<file path="config.mk">
export PLATFORM = sky130hd
export DESIGN_NAME = des3_cbc_dec_stream
export DESIGN_NICKNAME = d
export VERILOG_FILES = /design/src/rtl/des3_cbc_dec_stream.sv
export SDC_FILE = /design/constraint.sdc
export NUM_CORES = 1
export LEC_CHECK = 0
export CAP_MARGIN = 20
export CORE_MARGIN = 3
export CORE_UTILIZATION = 45
export CTS_CLUSTER_SIZE = 20
export DETAILED_ROUTE_END_ITERATION = 8
export PLACE_DENSITY = 0.75
export SYNTH_ARGS = -nofsm -noshare
export SYNTH_HDL_FRONTEND = slang
export SYNTH_SLANG_ARGS = --single-unit
</file>
<file path="constraint.sdc">
create_clock -name clock -period 4.27 [get_ports clock]
set_input_delay 0.854 -clock clock [delete_from_list [all_inputs] [get_ports clock]]
set_output_delay 0.854 -clock clock [all_outputs]
set_load 0.01 [all_outputs]
</file>
<file path="src/rtl/des3_cbc_dec_stream.sv">
// des3_cbc_dec_stream
// Byte-stream wrapper around a 3DES decrypt core operating in CBC mode.
// Eight ciphertext bytes are packed MSB-first into a block, and the block is
// handed to the core with a one-cycle select pulse. The core result is XORed
// with the previous ciphertext block (or the IV), and the plaintext is
// streamed out MSB-first.
// Filling and draining never overlap: one block is in flight at a time.
module des3_cbc_dec_stream #(
    parameter int TIMEOUT_CYCLES = 256,
    parameter int CNT_W          = 16
) (
    input  logic             clock,
    input  logic             rst_n,
    input  logic [63:0]      iv,
    input  logic             iv_load,
    input  logic [7:0]       in_data,
    input  logic             in_valid,
    output logic             in_ready,
    output logic [7:0]       out_data,
    output logic             out_valid,
    input  logic             out_ready,
    output logic             core_select,
    output logic [63:0]      core_data_in,
    input  logic [63:0]      core_data_out,
    input  logic             core_done,
    output logic [CNT_W-1:0] block_cnt,
    output logic             err
);

    // The watchdog holds the number of WAIT cycles already spent. The select
    // cycle counts as the first cycle of the timeout window, so the block is
    // abandoned after TIMEOUT_CYCLES-1 WAIT cycles. This makes err rise
    // exactly TIMEOUT_CYCLES cycles after core_select.
    localparam int WD_W = (TIMEOUT_CYCLES > 2) ? $clog2(TIMEOUT_CYCLES) : 1;
    localparam logic [WD_W-1:0] WD_LAST = WD_W'(TIMEOUT_CYCLES - 2);

    typedef enum logic [1:0] {
        S_FILL  = 2'd0,
        S_START = 2'd1,
        S_WAIT  = 2'd2,
        S_DRAIN = 2'd3
    } state_t;

    state_t            state_q, state_d;
    logic [2:0]        idx_q, idx_d;
    logic [63:0]       cblk_q, cblk_d;
    logic [63:0]       chain_q, chain_d;
    logic [63:0]       pblk_q, pblk_d;
    logic [WD_W-1:0]   wdog_q, wdog_d;
    logic [CNT_W-1:0]  cnt_q, cnt_d;
    logic              err_q, err_d;

    // Plaintext byte lanes. Lane 0 is the most significant byte, and it is
    // the first byte sent out.
    logic [7:0] pblk_lane [8];

    for (genvar gi = 0; gi < 8; gi++) begin : g_lane
        assign pblk_lane[gi] = pblk_q[63-8*gi -: 8];
    end

    // Next-state and datapath update for the fill/start/wait/drain sequence.
    always_comb begin
        state_d = state_q;
        idx_d   = idx_q;
        cblk_d  = cblk_q;
        chain_d = chain_q;
        pblk_d  = pblk_q;
        wdog_d  = wdog_q;
        cnt_d   = cnt_q;
        err_d   = err_q;

        case (state_q)
            S_FILL: begin
                // An IV can only be taken at a block boundary. It may
                // coincide with the first byte of the block.
                if (iv_load && (idx_q == 3'd0)) begin
                    chain_d = iv;
                    err_d   = 1'b0;
                end
                if (in_valid) begin
                    for (int i = 0; i < 8; i++) begin
                        if (idx_q == 3'(i)) begin
                            cblk_d[63-8*i -: 8] = in_data;
                        end
                    end
                    idx_d = idx_q + 3'd1;
                    if (idx_q == 3'd7) begin
                        state_d = S_START;
                    end
                end
            end

            S_START: begin
                wdog_d  = '0;
                state_d = S_WAIT;
            end

            S_WAIT: begin
                if (core_done) begin
                    pblk_d  = core_data_out ^ chain_q;
                    chain_d = cblk_q;
                    state_d = S_DRAIN;
                end else if (wdog_q == WD_LAST) begin
                    // Give up on this block and leave the chain untouched,
                    // so the next block still chains from the last good one.
                    err_d   = 1'b1;
                    wdog_d  = '0;
                    state_d = S_FILL;
                end else begin
                    wdog_d = wdog_q + WD_W'(1);
                end
            end

            S_DRAIN: begin
                if (out_ready) begin
                    idx_d = idx_q + 3'd1;
                    if (idx_q == 3'd7) begin
                        cnt_d   = cnt_q + CNT_W'(1);
                        state_d = S_FILL;
                    end
                end
            end

            default: begin
                state_d = S_FILL;
                idx_d   = 3'd0;
            end
        endcase
    end

    // State registers with synchronous active-low reset.
    always_ff @(posedge clock) begin
        if (!rst_n) begin
            state_q <= S_FILL;
            idx_q   <= 3'd0;
            cblk_q  <= '0;
            chain_q <= '0;
            pblk_q  <= '0;
            wdog_q  <= '0;
            cnt_q   <= '0;
            err_q   <= 1'b0;
        end else begin
            state_q <= state_d;
            idx_q   <= idx_d;
            cblk_q  <= cblk_d;
            chain_q <= chain_d;
            pblk_q  <= pblk_d;
            wdog_q  <= wdog_d;
            cnt_q   <= cnt_d;
            err_q   <= err_d;
        end
    end

    // Port outputs decoded from the registered state.
    always_comb begin
        in_ready     = (state_q == S_FILL);
        out_valid    = (state_q == S_DRAIN);
        out_data     = (state_q == S_DRAIN) ? pblk_lane[idx_q] : 8'h00;
        core_select  = (state_q == S_START);
        core_data_in = cblk_q;
        block_cnt    = cnt_q;
        err          = err_q;
    end

endmodule

</file>
==> summary.md, run 1 <==
| Metric | Value |
|---|---|
| Final WL | 30000 um |
| DRT iter0 DRCs | 597 |
| Max capacitance violation total | 0 |
| Slew margin rel. | 36.4% |
| Worst EP required | 3.42 ns |
| Die ar. | 23600 um2 |
| Drt via density | 5.43 |
| Overall routing resource usage | 24.4% |
| Worst-path fanout max | 20 |
| Diode count | 0 |
| Die H | 154 um |
| Final nets | 1392 |
| Setup Skew | 0.00751 ns |
| Finished Core Util | 61.7% |
| Layout cells sized above 1 | 6.29% |
| Post-synth EDFFs | 0 |
| Area after DPL | 12200 um2 |
| Power per Cell Area | 391 nW/um2 |
| WL/cell | 19.6 um |
| Bufs and invs on worst path | 1 |
| Primary FF master, synth | dfxtp_1 |
| DRC errors left | 0 |
| Synth Cell Area | 9810 um2 |
| Fin cells | 1531 |
| Total power | 5.13 mW |
| Worst min path class | flip-flop to flip-flop |
| Number of core rows | 53 |
| Antenna viol nets, final | 0 |
| Clk Latency, worst-skew pair | 0.51 ns |
| Fin area | 13100 um2 |
| Die W | 154 um |
| Post-Syn Area per Cell | 9.28 um2 |
| Initial Utilization | 46.2% |
| Period Utilization, post-route | 82.9% |
| Vias in the first global route | 7926 |
| Critical path's slowest cell | dfxtp_1 |
| I/O Buffers | 233 |
| Final hold slack | 0.472 ns |
| WP data arrival | 2.69 ns |
| CP Capture Type | output pin |
| Setup WS pre-CTS | 1.18 ns |
| CTS clk-pin slew, worst paths | 0.06 ns |
| IO Count | 234 |
| Sequential area share after synthesis | 45.3% |
| Yosys reg bits | 222 |
| Postcts setup bufs | 0 |
| Pre-antenna DRT Iters | 4 |
| Post-synth net total | 1209 |
| Clk sinks | 222 |
| CP max stage delay | 0.93 ns |
| Outcome | completed |
| Depth of the CTS H-tree | 1 |
| Syn Inst Count | 1058 |
| First-pass GRT wire length | 45800 um |
| Worst-margin pin slew | 0.949 ns |
| Routability cong. | 0.905 |
| Commonest cells after routing, fill and taps aside | clkdlybuf4s50_1 (233), dfxtp_1 (222), nor2_1 (170) |
| Final Hold Vio Count | 0 |
| Post-layout minimum cycle time | 3.54 ns |
| Vias | 8317 |
| Cell variety after synth | 43 |
| Setup TNS | 0 ns |
| Crit Path Class | flip-flop to output pin |
| Setup ws final | 0.728 ns |
| Crit path max-delay family | flip-flops |
| Largest net degree at the start of global routing | 129 |
| Yosys warning count | 0 |
| RSZ-0062 raised after global routing | no |
| Area Overhead vs Synth | 33.5% |
| Post-cts hold buffer count | 0 |
| Maximum buffer depth of the clock tree | 3 |
| Hpwl dp | 21900 um |
| Peak Freq | 282 MHz |
| CTS root buf | clkbuf_16 |
| Initial antenna violation count | 0 |
| Critical Path Start Type | flip-flop |
| CP cell instances | mux4_2 -> nand2_1 -> a21oi_1 -> clkdlybuf4s50_1 |
| Most common cell after layout, fill and taps aside | clkdlybuf4s50_1 |
| PostCTS Resize Cnt | 0 |
| Overflow after GRT | 0 |
| FFs w/ async S/R, synth | 0% |
| DP Cell Count | 1489 |
| Area of the core | 21200 um2 |
| Slew Viols, Final | 0 |
| CTS tree | built |
| VDD IR max | 0.233 mV |
| Leak Pwr | 4.95 nW |
| CTS buffer count | 25 |
| Final setup violation count | 0 |
==> worst paths after layout <==
| kind | from | end | slack, ns | cells past startpoint |
|---|---|---|---|---|
| worst min-delay path | core_data_in[42] | core_data_in[42] | 0.47 | 2 |
| worst max register to register | idx_q[1] | block_cnt[14] | 1.12 | 6 |
| worst max-delay path | idx_q[1] | out_data[3] | 0.73 | 4 |
| worst min register to register | core_data_in[42] | core_data_in[42] | 0.47 | 2 |
==> per-layer routing <==
metal	global-route usage, %	vias to the layer above	wire length (um)
li1	-	4096	-
met1	33.7	3921	13100
met2	39.6	271	14200
met3	5.57	29	2300
met4	4.96	0	461
met5	0	-	0
==> report_power, final <==
part	internal, mW	total [mW]	switching (mW)
registers	2.17	2.26	0.0907
clock network	1.39	2.23	0.838
logic	0.323	0.637	0.314
total	3.88	5.13	1.24
==> registers in the layout (all words and copies together), names as in the netlist <==
signal        flops
idx_q             3
state_q           2
chain_q          64
block_cnt        16
err               1
core_data_in     64
wdog_q            8
pblk_lane        64
==> cells by family after synthesis <==
group                      after synthesis  synth area share [%]
and+or+nand+nor                        342                  15.2
buffers and inverters                   94                  4.22
AOI/OAI and AO/OA                      205                  14.1
adders and majority gates                9                  1.15
DFF                                    222                  45.3
muxes                                  108                  13.1
xor gates and xnor gates                78                  6.96
==> synthesized netlist by cell type (2+ instances only) <==
cell type	instances	area (um2)
mux2i_1	92	921
nand2b_1	5	31.3
mux4_2	16	360
nand3_2	3	30.0
buf_1	4	15.0
inv_1	8	30.0
ha_1	9	113
buf_4	4	30.0
xnor2_1	75	657
buf_2	25	125
xor2_1	3	26.3
nor3b_2	2	25.0
nor2_1	171	642
nand4_1	5	31.3
dfxtp_1	222	4440
o21ai_0	8	40.0
nand3_1	38	190
and2_1	4	25.0
a211oi_1	131	983
nand2_1	93	349
o211ai_1	2	15.0
clkbuf_1	49	184
and4_1	4	35.0
a21oi_1	57	285
nor3_1	2	10.0
clkbuf_4	2	15.0
or3_1	5	31.3
nor4_1	4	25.0
==> worst min-delay path, stage by stage, from the launching register on <==
cell and delay [ns]:
dfxtp_1 0.32, nand2_1 0.06, a21oi_1 0.05
==> cell type report <==
type	instances	area [um2]
inverters	9	38.8
flip-flops and latches	222	4440
well taps	275	344
clock inverters	11	161
fillers	1804	8120
clock buffers	31	698
multi-input cells	742	4980
repair buffers	241	2430
(Power assumes the default switching activity.)
==> inputs of run 2 (changes only) <==
Settings changed: PLACE_DENSITY 0.75 to 0.78.
Clock period 4.27 ns to 3 ns, I/O delays scaled along.
==> run 2 against run 1 <==
  * Largest power group is now the clock network
  * Sequential cell count unchanged
  * Non-clock buffer count up 15
  * Utilization up 1.3 points
  * Clock skew up 0.0031 ns
  * Worst hold slack worse by 0.0026 ns
  * Critical path depth up 1
  * Power up 49%
  * First-iteration DRC count up 7.9%
==> summary.md, run 2 (synthesis results as in run 1) <==
| Metric | Value |
|---|---|
| Die ar. | 23600 um2 (unchanged) |
| WP data arrival | 2.30 ns (was 2.69 ns) |
| DRT iter0 DRCs | 644 (was 597) |
| DRT met1 WL | 13200 um (was 13100 um) |
| IO Count | 234 (unchanged) |
| Commonest cells after routing, fill and taps aside | clkdlybuf4s50_1 (233), dfxtp_1 (220), nor2_1 (170) (was clkdlybuf4s50_1 (233), dfxtp_1 (222), nor2_1 (170)) |
| Min-delay src | core_data_in[37] (was core_data_in[42]) |
| CP Capture Type | output pin (unchanged) |
| Area of the core | 21200 um2 (unchanged) |
| Power per Cell Area | 571 nW/um2 (was 391 nW/um2) |
| Die H | 154 um (unchanged) |
| Overflow after GRT | 0 (unchanged) |
| Leak Pwr | 5.07 nW (was 4.95 nW) |
| DP Cell Count | 1504 (was 1489) |
| Pre-antenna DRT Iters | 5 (was 4) |
| Setup Skew | 0.0106 ns (was 0.00751 ns) |
| Vias in the first global route | 8159 (was 7926) |
| Area Overhead vs Synth | 36.2% (was 33.5%) |
| CTS root buf | clkbuf_16 (unchanged) |
| Worst EP required | 2.40 ns (was 3.42 ns) |
| Clk sinks | 222 (unchanged) |
| Largest net degree at the start of global routing | 129 (unchanged) |
| Overall routing resource usage | 24.8% (was 24.4%) |
| I/O Buffers | 233 (unchanged) |
| Routability cong. | 0.916 (was 0.905) |
| Final setup violation count | 0 (unchanged) |
| Worst Hold Depth | 2 (unchanged) |
| DRC errors left | 0 (unchanged) |
| Critical Path Start Type | flip-flop (unchanged) |
| Worst reg2reg path startpoint | state_q[0] (was idx_q[1]) |
| Vias | 8455 (was 8317) |
| Slew margin rel. | 52.4% (was 36.4%) |
| Worst-margin pin slew | 0.714 ns (was 0.949 ns) |
| Worst min path class | flip-flop to flip-flop (unchanged) |
| Maximum buffer depth of the clock tree | 3 (unchanged) |
| Period Utilization, post-route | 96.8% |
| Number of core rows | 53 (unchanged) |
| Die W | 154 um (unchanged) |
| Depth of the CTS H-tree | 1 (unchanged) |
| VDD IR max | 0.333 mV (was 0.233 mV) |
| Antenna viol nets, final | 0 (unchanged) |
| Peak Freq | 344 MHz |
| Fin cells | 1551 (was 1531) |
| Post-layout minimum cycle time | 2.90 ns |
| RSZ-0062 raised after global routing | no (unchanged) |
| Flop2flop setup slack | 0.60 ns (was 1.12 ns) |
| R2R cell count | 5 (was 6) |
| Initial antenna violation count | 3 (was 0) |
| Clk Latency, worst-skew pair | 0.51 ns (about the same) |
| Wire length on met3 | 2120 um (was 2300 um) |
| Worst-path fanout max | 16 (was 20) |
| Setup TNS | 0 ns (unchanged) |
| Post-cts hold buffer count | 0 (unchanged) |
| CTS clk-pin slew, worst paths | 0.06 ns (about the same) |
| CTS buffer count | 24 (was 25) |
| Crit Path Class | flip-flop to output pin (unchanged) |
| Layout cells sized above 1 | 7.70% (was 6.29%) |
| Outcome | completed (unchanged) |
| Top routing layer in use | met4 (unchanged) |
| Max capacitance violation total | 0 (unchanged) |
| First-pass GRT wire length | 46400 um (was 45800 um) |
| Hpwl dp | 22600 um (was 21900 um) |
| Final WL | 30900 um (was 30000 um) |
| Final Hold Vio Count | 0 (unchanged) |
| Crit Reg-Reg Endpoint | chain_q[47] (was block_cnt[14]) |
| Drt via density | 5.45 (was 5.43) |
| Slew Viols, Final | 0 (unchanged) |
| CTS tree | built (unchanged) |
| Final nets | 1406 (was 1392) |
| Met2 routed WL | 14400 um (was 14200 um) |
| Hold endpoint | core_data_in[37] (was core_data_in[42]) |
| Initial Utilization | 46.2% (unchanged) |
| Most common cell after layout, fill and taps aside | clkdlybuf4s50_1 (unchanged) |
| Postcts setup bufs | 0 (unchanged) |
| WL/cell | 19.9 um (was 19.6 um) |
run 2: cell types whose count changed in the layout (fill, tap and decap cells not counted):
cell        delta
clkinv_2       -2
diode_2        +3
clkbuf_8       -3
dfxtp_1        -2
bufinv_16      +4
buf_4         +11
dfxtp_2        +1
dfxtp_4        +1
clkinvlp_4     +3
buf_12         +4
run 2: area by class of cell:
class	count	area (um2)
diodes	3	7.51
clock buffers	28	657
clock inverters	16	294
fillers	1768	7860
inverters	9	38.8
multi-input cells	742	4980
flip-flops and latches	222	4450
well taps	275	344
repair buffers	256	2590
run 2: worst max-delay path by stage:
stage / start / slack [ns] / cells past startpoint / endpoint
after CTS: idx_q[1] / 0.05 / 4 / out_data[7]
after global routing: idx_q[0] / 0.009 / 5 / out_data[4]
final: idx_q[0] / 0.1 / 5 / out_data[3]
after global placement: idx_q[1] / 0.33 / 4 / out_data[7]
after detailed placement: idx_q[1] / 0.29 / 4 / out_data[7]
after floorplan: idx_q[0] / 0.82 / 5 / out_data[0]
run 2: power breakdown:
part	switching, mW	total (mW)	internal [mW]
logic	0.453	0.923	0.470
registers	0.126	3.21	3.09
clock network	1.24	3.50	2.26
total	1.82	7.64	5.82
run 2: repair_timing:
action / CTS / global route
gates cloned: 0 / 0
gates resized for setup: 2 / 1
endpoints found under the setup margin: 8 / 1
run 2: per-layer routing:
metal	GRT usage, %	vias to the layer above
li1	-	4134
met1	33.0	3978
met2	39.6	279
met3	5.54	64
met4	9.25	0
met5	0	-
run 2: per-stage QoR:
step                cell area [um2]  utilization [%]  power, mW  hold WS [ns]  worst slack, ns
floorplan                      9810                -       3.76         0.475            0.820
global placement              12400             58.4       4.17         0.458            0.332
global route                  13400             63.0       7.89         0.500          0.00868
detailed placement            12400             58.4       4.19         0.458            0.287
finish                        13400             63.0       7.64         0.469           0.0960
CTS                           13400             62.9       7.68         0.473           0.0452
run 2: worst max-delay path, cell delays in order (launching register included):
cell and delay (ns):
dfxtp_2 0.40, buf_12 0.19, mux4_2 0.50, nand2_1 0.09, a21oi_1 0.10, clkdlybuf4s50_1 0.51
==> inputs of run 3 (changes only) <==
Settings changed: HOLD_SLACK_MARGIN set to 0.08.
==> results of run 3 <==
Final layout, timing and power as in run 2 (identical DEF).
